File: src/rtl/snn_pkg.sv
// Shared packet-format definitions and FSM state encoding for the SNN weight path.
package snn_pkg;

  localparam int unsigned PKT_WIDTH  = 33;
  localparam int unsigned DEST_LSB   = 29;
  localparam int unsigned DEST_WIDTH = 4;
  localparam int unsigned OP_LSB     = 25;
  localparam int unsigned OP_WIDTH   = 4;
  localparam int unsigned DATA_WIDTH = 25;

  typedef logic [OP_WIDTH-1:0] opcode_t;

  localparam opcode_t OP_WEIGHT       = 4'd0;
  localparam opcode_t OP_WEIGHTS_DONE = 4'd0;

  typedef enum logic [1:0] {
    StIdle,
    StLoad,
    StSend,
    StNotify
  } wmem_state_e;

  function automatic logic [PKT_WIDTH-1:0] make_pkt(input logic [DEST_WIDTH-1:0] dest,
                                                    input opcode_t op,
                                                    input logic [DATA_WIDTH-1:0] data);
    logic [PKT_WIDTH-1:0] pkt;
    pkt = '0;
    pkt[DEST_LSB +: DEST_WIDTH] = dest;
    pkt[OP_LSB +: OP_WIDTH]     = op;
    pkt[0 +: DATA_WIDTH]        = data;
    return pkt;
  endfunction

endpackage

File: src/rtl/wmem_pack.sv
// Combinational packer: selects one chunk of a filter row and packs its weights
// into a packet data field, lowest weight index in the LSBs, unused bits zero.
module wmem_pack
  import snn_pkg::*;
#(
  parameter int unsigned WEIGHT_WIDTH    = 8,
  parameter int unsigned FILTER_SIZE     = 5,
  parameter int unsigned WEIGHTS_PER_PKT = 3,
  parameter int unsigned CHUNK_WIDTH     = 1
) (
  input  logic [WEIGHT_WIDTH-1:0] row_w [FILTER_SIZE],
  input  logic [CHUNK_WIDTH-1:0]  chunk,
  output logic [DATA_WIDTH-1:0]   data
);

  always_comb begin
    data = '0;
    for (int unsigned k = 0; k < WEIGHTS_PER_PKT; k++) begin
      for (int unsigned c = 0; c < FILTER_SIZE; c++) begin
        // Weights past the row end leave their field at zero.
        if (32'(chunk) * WEIGHTS_PER_PKT + k == c) begin
          data[k*WEIGHT_WIDTH +: WEIGHT_WIDTH] = row_w[c];
        end
      end
    end
  end

endmodule

File: src/rtl/wmem_dist.sv
// Filter-weight store and distributor: loads weights, then streams them row by row
// to consecutive PPEs and notifies IMEM. Optional replay via `WMEM_REPLAY_EN`.
module wmem_dist
  import snn_pkg::*;
#(
  parameter int unsigned WEIGHT_WIDTH    = 8,
  parameter int unsigned FILTER_SIZE     = 5,
  parameter int unsigned WEIGHTS_PER_PKT = 3,
  parameter int unsigned PPE_BASE        = 5,
  parameter int unsigned IMEM_ID         = 11
) (
  input  logic                                 clk,
  input  logic                                 rst,
  input  logic                                 load_start,
  input  logic                                 wr_valid,
  output logic                                 wr_ready,
  input  logic [$clog2(FILTER_SIZE**2)-1:0]    wr_addr,
  input  logic [WEIGHT_WIDTH-1:0]              wr_data,
  input  logic                                 load_done,
  output logic                                 pkt_valid,
  input  logic                                 pkt_ready,
  output logic [PKT_WIDTH-1:0]                 pkt_data,
  output logic                                 busy,
  output logic                                 dist_done
`ifdef WMEM_REPLAY_EN
  ,
  input  logic                                 ts_valid
`endif
);

  localparam int unsigned NumW       = FILTER_SIZE * FILTER_SIZE;
  localparam int unsigned PktsPerRow = (FILTER_SIZE + WEIGHTS_PER_PKT - 1) / WEIGHTS_PER_PKT;
  localparam int unsigned ChunkWidth = (PktsPerRow > 1) ? $clog2(PktsPerRow) : 1;
  localparam int unsigned RowWidth   = $clog2(FILTER_SIZE + 1);

  logic [WEIGHT_WIDTH-1:0] mem_q [NumW];
  logic [WEIGHT_WIDTH-1:0] row_w [FILTER_SIZE];
  logic [DATA_WIDTH-1:0]   chunk_data;
  logic [DEST_WIDTH-1:0]   row_dest;

  wmem_state_e           state_q;
  logic [RowWidth-1:0]   row_q;
  logic [ChunkWidth-1:0] chunk_q;
  logic                  pkt_valid_q;
  logic [PKT_WIDTH-1:0]  pkt_data_q;
  logic                  dist_done_q;
`ifdef WMEM_REPLAY_EN
  logic                  loaded_q;
`endif

  assign wr_ready  = (state_q == StLoad);
  assign busy      = (state_q != StIdle);
  assign pkt_valid = pkt_valid_q;
  assign pkt_data  = pkt_data_q;
  assign dist_done = dist_done_q;

  // Storage is deliberately not reset so weights survive rst.
  always_ff @(posedge clk) begin
    if (wr_valid && wr_ready && (32'(wr_addr) < NumW)) begin
      mem_q[wr_addr] <= wr_data;
    end
  end

  always_comb begin
    for (int unsigned c = 0; c < FILTER_SIZE; c++) begin
      row_w[c] = '0;
    end
    for (int unsigned r = 0; r < FILTER_SIZE; r++) begin
      if (32'(row_q) == r) begin
        for (int unsigned c = 0; c < FILTER_SIZE; c++) begin
          row_w[c] = mem_q[r*FILTER_SIZE + c];
        end
      end
    end
  end

  assign row_dest = DEST_WIDTH'(PPE_BASE + 32'(row_q));

  wmem_pack #(
    .WEIGHT_WIDTH   (WEIGHT_WIDTH),
    .FILTER_SIZE    (FILTER_SIZE),
    .WEIGHTS_PER_PKT(WEIGHTS_PER_PKT),
    .CHUNK_WIDTH    (ChunkWidth)
  ) u_pack (
    .row_w(row_w),
    .chunk(chunk_q),
    .data (chunk_data)
  );

  // row_q/chunk_q index the next packet to present, so a new packet is loaded in
  // the same cycle the previous one is accepted.
  always_ff @(posedge clk) begin
    if (rst) begin
      state_q     <= StIdle;
      row_q       <= '0;
      chunk_q     <= '0;
      pkt_valid_q <= 1'b0;
      pkt_data_q  <= '0;
      dist_done_q <= 1'b0;
`ifdef WMEM_REPLAY_EN
      loaded_q    <= 1'b0;
`endif
    end else begin
      dist_done_q <= 1'b0;
      unique case (state_q)
        StIdle: begin
          if (load_start) begin
            state_q <= StLoad;
          end
`ifdef WMEM_REPLAY_EN
          else if (ts_valid && loaded_q) begin
            state_q <= StSend;
            row_q   <= '0;
            chunk_q <= '0;
          end
`endif
        end
        StLoad: begin
          if (load_done) begin
            state_q <= StSend;
            row_q   <= '0;
            chunk_q <= '0;
`ifdef WMEM_REPLAY_EN
            loaded_q <= 1'b1;
`endif
          end
        end
        StSend: begin
          if (!pkt_valid_q || pkt_ready) begin
            if (row_q == RowWidth'(FILTER_SIZE)) begin
              state_q     <= StNotify;
              pkt_valid_q <= 1'b1;
              pkt_data_q  <= make_pkt(DEST_WIDTH'(IMEM_ID), OP_WEIGHTS_DONE, '0);
            end else begin
              pkt_valid_q <= 1'b1;
              pkt_data_q  <= make_pkt(row_dest, OP_WEIGHT, chunk_data);
              if (chunk_q == ChunkWidth'(PktsPerRow - 1)) begin
                chunk_q <= '0;
                row_q   <= row_q + RowWidth'(1);
              end else begin
                chunk_q <= chunk_q + ChunkWidth'(1);
              end
            end
          end
        end
        StNotify: begin
          if (pkt_ready) begin
            state_q     <= StIdle;
            pkt_valid_q <= 1'b0;
            pkt_data_q  <= '0;
            dist_done_q <= 1'b1;
          end
        end
        default: state_q <= StIdle;
      endcase
    end
  end

endmodule

File: config.mk
export PLATFORM = sky130hd
export DESIGN_NAME = wmem_dist
export DESIGN_NICKNAME = d
export VERILOG_FILES = /design/src/rtl/snn_pkg.sv /design/src/rtl/wmem_pack.sv /design/src/rtl/wmem_dist.sv
export SDC_FILE = /design/constraint.sdc
export NUM_CORES = 1
export LEC_CHECK = 0
export CAP_MARGIN = 10
export CORE_MARGIN = 2
export CORE_UTILIZATION = 63
export DETAILED_ROUTE_END_ITERATION = 8
export DONT_BUFFER_PORTS = 1
export PLACE_DENSITY = 0.79
export SYNTH_ARGS = -nofsm -noshare
export SYNTH_HDL_FRONTEND = slang
export SYNTH_SLANG_ARGS = --single-unit
File: constraint.sdc
create_clock -name clk -period 2.94 [get_ports clk]
set_input_delay 0.294 -clock clk [delete_from_list [all_inputs] [get_ports clk]]
set_output_delay 0.294 -clock clk [all_outputs]
set_load 0.005 [all_outputs]
**After elaboration in Yosys (flattened, before gate mapping)**

Memory sizes are Yosys's and may differ from the RTL's.
Index checks and enable logic that the tools add are counted.

- Memories kept: 1
- Logic and storage cells: 105
- RAM bits: 200
- Bits in read-only memories: 0
- Output and inout port bits: 37
- Bits in latches: 0
- Register bits: 41

- $lt $le $gt $ge: 1
- Equality and inequality tests: 27
- $add $sub $neg: 5
- Multiplexer cells: 46
- Multiply operators: 1
- Reduce and logical (&&, ||, !) cells: 17
- Div/mod/pow operators: 0
- Shifts and indexed selects: 0
- Bitwise logic cells: 1

Memory list:

| memory | words | bits a word | read ports | clocked after Yosys merged registers in | write ports | RTL line | source |
|---|---|---|---|---|---|---|---|
| mem_q | 25 | 8 | 25 | 0 | 1 | wmem_dist.sv:36 | `logic [WEIGHT_WIDTH-1:0] mem_q [NumW];` |

Operators with widths:

| operator | count |
|---|---|
| $mux 40 | 5 |
| $eq 32x2->1 const B | 4 |
| $mux 8 | 15 |
| $mux 33 | 3 |
| $logic_not 32->1 | 3 |
| $pmux 33 s2 | 1 |
| $eq 32x1->1 const B | 2 |
| $eq 32x3->1 const B | 2 |
| $eq 3x2->1 const B | 4 |
| $mux 3 | 4 |
| $ne 2x2->1 const B | 6 |
| $mux 2 | 5 |
| $reduce_and 5->1 | 2 |
| $eq 3x3->1 const B | 3 |
| $mux 1 | 9 |
| $pmux 2 s4 | 1 |
| $eq 3x1->1 const B | 2 |
| $pmux 3 s2 | 1 |
| $reduce_bool 2->1 | 3 |
| $lt 5x5->1 const B | 1 |
| $add 3x1->4 const B | 1 |
| $add 3x2->4 const B | 1 |
| $add 3x3->4 const A | 1 |
| $eq 2x2->1 const B | 2 |
| other kinds (15) | 17 |

**Depth between registers and ports, before layout**

- Depth after elaboration: 14
- Depth in mapped cells: 11

**Cells and area by module**

A second synthesis with hierarchy kept.

- Cell total of the unflattened synthesis: 762
- Area total of the unflattened synthesis: 9,793.1 sq um

Modules (own cells, without submodules):

| module | seq. area each (sq um) | times used | area an instance (sq um) | cells an instance |
|---|---|---|---|---|
| wmem_dist | 6,746.5 | 1 | 9,464.1 | 733 |
| wmem_pack | 0.0 | 1 | 329.1 | 29 |

**Least setup slack after synthesis**

Ideal clock, no wire load.

- Kind: reg2reg
- Start: register row_q[2]
- End: register pkt_data_q[10] (netlist: pkt_data[10])
- Data arrival time: 2.078 ns
- Library setup time: 0.121 ns
- Path slack: 0.741 ns
- Clock period less this slack: 2.199 ns
- Data required time: 2.819 ns
- Cell stages (with the launch flop): 12
- Path through: dfxtp_1 -> buf_2 -> clkbuf_1 -> inv_1 -> ha_1 -> clkbuf_1 -> buf_2 -> nor2_2 -> buf_2 -> o211ai_1 -> a221oi_1 -> o2bb2ai_1

- Cells in the longest elaborated chain, start to end: 14
- Elaborated cells between the ends (all ways): 19

RTL lines:

| what | RTL line | source |
|---|---|---|
| start: declaration | wmem_dist.sv:42 | `logic [RowWidth-1:0] row_q;` |
| start signal: assignment | wmem_dist.sv:139 | `row_q <= row_q + RowWidth'(1);` |
| $logic_not 3->1 | wmem_dist.sv:69 | `if (32'(row_q) == r) begin` |
| $mux 40 (5 in series) | wmem_dist.sv:69 |  |
| $mux 8 (5 in series) | wmem_pack.sv:21 | `if (32'(chunk) * WEIGHTS_PER_PKT + k == c) begin` |
| $mux 33 * | wmem_dist.sv:130 | `if (row_q == RowWidth'(FILTER_SIZE)) begin` |
| $mux 33 * | wmem_dist.sv:129 | `if (!pkt_valid_q \|\| pkt_ready) begin` |
| $pmux 33 s2 * | wmem_dist.sv:105 | `unique case (state_q)` |
| end signal: assignment | wmem_dist.sv:133 | `pkt_data_q <= make_pkt(DEST_WIDTH'(IMEM_ID), OP_WEIGHTS_DONE, '0);` |
| end signal: assignment | wmem_dist.sv:136 | `pkt_data_q <= make_pkt(row_dest, OP_WEIGHT, chunk_data);` |
| end: declaration | wmem_dist.sv:45 | `logic [PKT_WIDTH-1:0] pkt_data_q;` |

Mark *: on every way between the ends. The rest lies on a longest branch, timed or not. The select of a mux whose other input is x is not followed.
A chain may end at the register's enable or synchronous reset.

**Worst setup path after layout**

- Start: register row_q[0]
- End: register pkt_data_q[21] (netlist: pkt_data[21])

The elaborated chain is that of the path after synthesis.

==> run_results.csv <==
group,metric,value,unit
placed_design,port_buffers,0,
critical_path,crit_slowest_cell,"ha_2",
timing,rsz0062_at_grt,"no",
critical_path,rr_worst_depth,7,
worst_hold_path,min_delay_path_depth,3,
routing,firstDrtPassIters,5,
yosys,synth_cells,717,
global_route,grt_pass1_wl,34700,um
timing,slew_headroom,0.194,
timing,tightest_slew,1.21,ns
final_layout,final_common_cell,"edfxtp_1",
yosys,avgSynthCellArea,13.5,um^2
critical_path,cp_data_required_time,3.34,ns
clocking,path_clk_slew,0.07,ns
global_route,grt_max_degree,85,
pwr,power_frac_seq,0.509,
final_layout,synthToLayoutAreaGrowth,9.95,%
floorplan,die_area,16400,um^2
outcome,outcome,"complete, no violations",
clocking,clock-sinks,236,
run,maxCapViolCount,0,
routing,drt_wl_total,22100,um
timing,finClkSkew,0.0113,ns
critical_path,endpoint_kind,"flip-flop",
placed_design,dp_slack,0.330,ns
global_route,track_usage,0.279,
clocking,holdBufCountCts,9,
floorplan,core_area,15100,um^2
worst_hold_path,hold_path.class,"in2reg",
timing,slew_violations,0,
critical_path,critPathLaunchType,"flip-flop",
pwr,power.switching,1930,uW
critical_path,rrSetupSlack,0.22,ns
timing,fin_crit,2.72,ns
yosys,syn-cell-area,9710,um^2
floorplan,dieWidth,128,um
timing,setup_violations,0,
floorplan,initial_core_util,0.641,
timing,post-route-period-util,0.925,
routing,vias,6145,
pwr,power.share.clock,0.361,
yosys,synth_edf_count,200,
routing,avgViaCountPerCell,6.63,
yosys,ys_ff_latch,236,
routing,ant_nets,0,
pwr,p_comb_frac,0.130,
clocking,cts_root_buf,"clkbuf_16",
timing,tns,0,ns
pwr,internal_power,5690,uW
yosys,synthArstFlopShare,0,
critical_path,path_cells,"ha_1 -> ha_2 -> buf_4 -> nor3b_2 -> a221oi_1 -> o21ai_0 -> a32o_1",
routing,wl_per_cell,23.9,um
critical_path,critPathArrivalTime,3.12,ns
floorplan,fp-row-count,45,
yosys,ys_seq_area_frac,0.693,
placed_design,gp_congestion,0.837,
global_route,grt.overflow.total,0,
final_layout,fin_util,0.705,
pwr,ir_worst_vdd,0.444,mV
final_layout,final_cell_mix,"200 x edfxtp_1, 75 x nand2_1, 42 x inv_1",
yosys,yosys_warnings,0,
critical_path,cp_max_fo,31,
floorplan,io_pins,56,
pwr,p_per_area,713,nW/um^2
final_layout,drive_gt1_frac,0.0977,
clocking,cts_tree,"yes",
final_layout,stdcell_count,927,
floorplan,dieHeight,128,um
clocking,ctsResizeCount,0,
placed_design,dp_hpwl,13500,um
timing,hold_viol,0,
timing,fmax,0.368,GHz
clocking,htree_levels,1,
clocking,post_cts_buffers,0,
pwr,netSwitchingFraction,0.253,
yosys,ys_dominant_reg_cell,"edfxtp_1",
critical_path,path_class,"reg2reg",
final_layout,final_nets,752,
yosys,ys_types,53,
global_route,antenna_found_initial,2,
clocking,clock_latency,0.51,ns
timing,layout_setup_ws,0.221,ns
clocking,cts_buffer_depth,3,
routing,drtIter0Drc,592,
pwr,p_leak,0.00350,uW
clocking,cts_made_buffers,23,
global_route,grt_pass1_vias,6098,
routing,drc,0,
placed_design,dpl.cell_count,876,
critical_path,slowest_delay,0.52,ns
==> synthesized netlist by cell type, drive strengths merged, types with 3 or more instances <==
| master | count | area, um^2 |
|---|---|---|
| edfxtp | 200 | 6010 |
| nand2 | 75 | 282 |
| inv | 42 | 158 |
| a221oi | 40 | 357 |
| nor2 | 37 | 141 |
| dfxtp | 36 | 721 |
| a21oi | 31 | 155 |
| buf | 29 | 174 |
| clkbuf | 27 | 103 |
| nor2b | 19 | 119 |
| nand3b | 17 | 128 |
| nor3b | 17 | 133 |
| o211ai | 16 | 120 |
| o221ai | 16 | 140 |
| o2bb2ai | 16 | 140 |
| o32ai | 16 | 140 |
| nand2b | 14 | 87.6 |
| ha | 11 | 138 |
| o21ai | 10 | 50.1 |
| a32o | 8 | 81.3 |
| and3b | 8 | 70.1 |
| mux2i | 4 | 40.0 |
| nand3 | 3 | 15.0 |
==> sequential cells by signal, summed over array words and instances (netlist names) <==
| register | flops |
|---|---|
| chunk_q | 1 |
| state_q | 2 |
| pkt_data | 28 |
| dist_done | 1 |
| mem_q | 200 |
| row_q | 3 |
| pkt_valid | 1 |
==> per-layer routing <==
layer  share of wire  GRT usage
met1            0.38      0.367
met2            0.49      0.462
met3           0.096     0.0639
met4           0.035      0.101
met5               0          0
==> area by class of cell <==
type	count	area, um^2
flip-flops and latches	236	6730
fillers	963	4470
multi-input cells	387	2570
clock buffers	30	652
repair buffers	32	275
well taps	188	235
inverters	42	158
clock inverters	10	52.6
diodes	2	5.00
==> power by group through the flow <==
stage / clock network [uW] / logic [uW] / registers (uW)
floorplan: 0 / 705 / 3890
global placement: 0 / 867 / 3930
detailed placement: 0 / 909 / 3940
CTS: 2760 / 985 / 3870
global route: 2880 / 1090 / 3890
finish: 2750 / 992 / 3870
==> path summary, 6_finish.rpt <==
check	start	to
hold / removal	pkt_ready	pkt_data[30]$_SDFFE_PP0P_
hold reg to reg	pkt_data[30]$_SDFFE_PP0P_	pkt_data[30]$_SDFFE_PP0P_
setup / recovery	row_q[0]$_SDFFE_PP0P_	pkt_data[21]$_SDFFE_PP0P_
setup reg to reg	row_q[0]$_SDFFE_PP0P_	pkt_data[21]$_SDFFE_PP0P_
==> kinds of logic (layout without fill, tap and decap cells) <==
family,count (synthesis),count (layout),synth area share
AO/OA/AOI/OAI,164,164,0.133
adder cells (fa/ha/maj),11,11,0.0142
buffers and inverters,98,114,0.0447
flip-flops,236,236,0.693
multiplexers,5,5,0.00528
other,1,7,0.000386
AND/OR/NAND/NOR,202,202,0.110
==> critical path, delay by kind of cell (launching register included) <==
kind	cells	cell delay [ns]
flops	1	0.47
buf+inv	1	0.39
simple gates	1	0.17
compound gates	3	0.80
fa+ha+maj	2	0.77
==> per-stage QoR <==
stage               hold slack, ns  cell area, um^2  total power, uW
finish                       0.130            10700             7610
global route                 0.144            10700             7860
CTS                          0.120            10700             7620
detailed placement           0.367             9870             4850
global placement             0.366             9870             4800
floorplan                    0.366             9720             4600
Note: power is estimated with default switching activity, not from simulation.
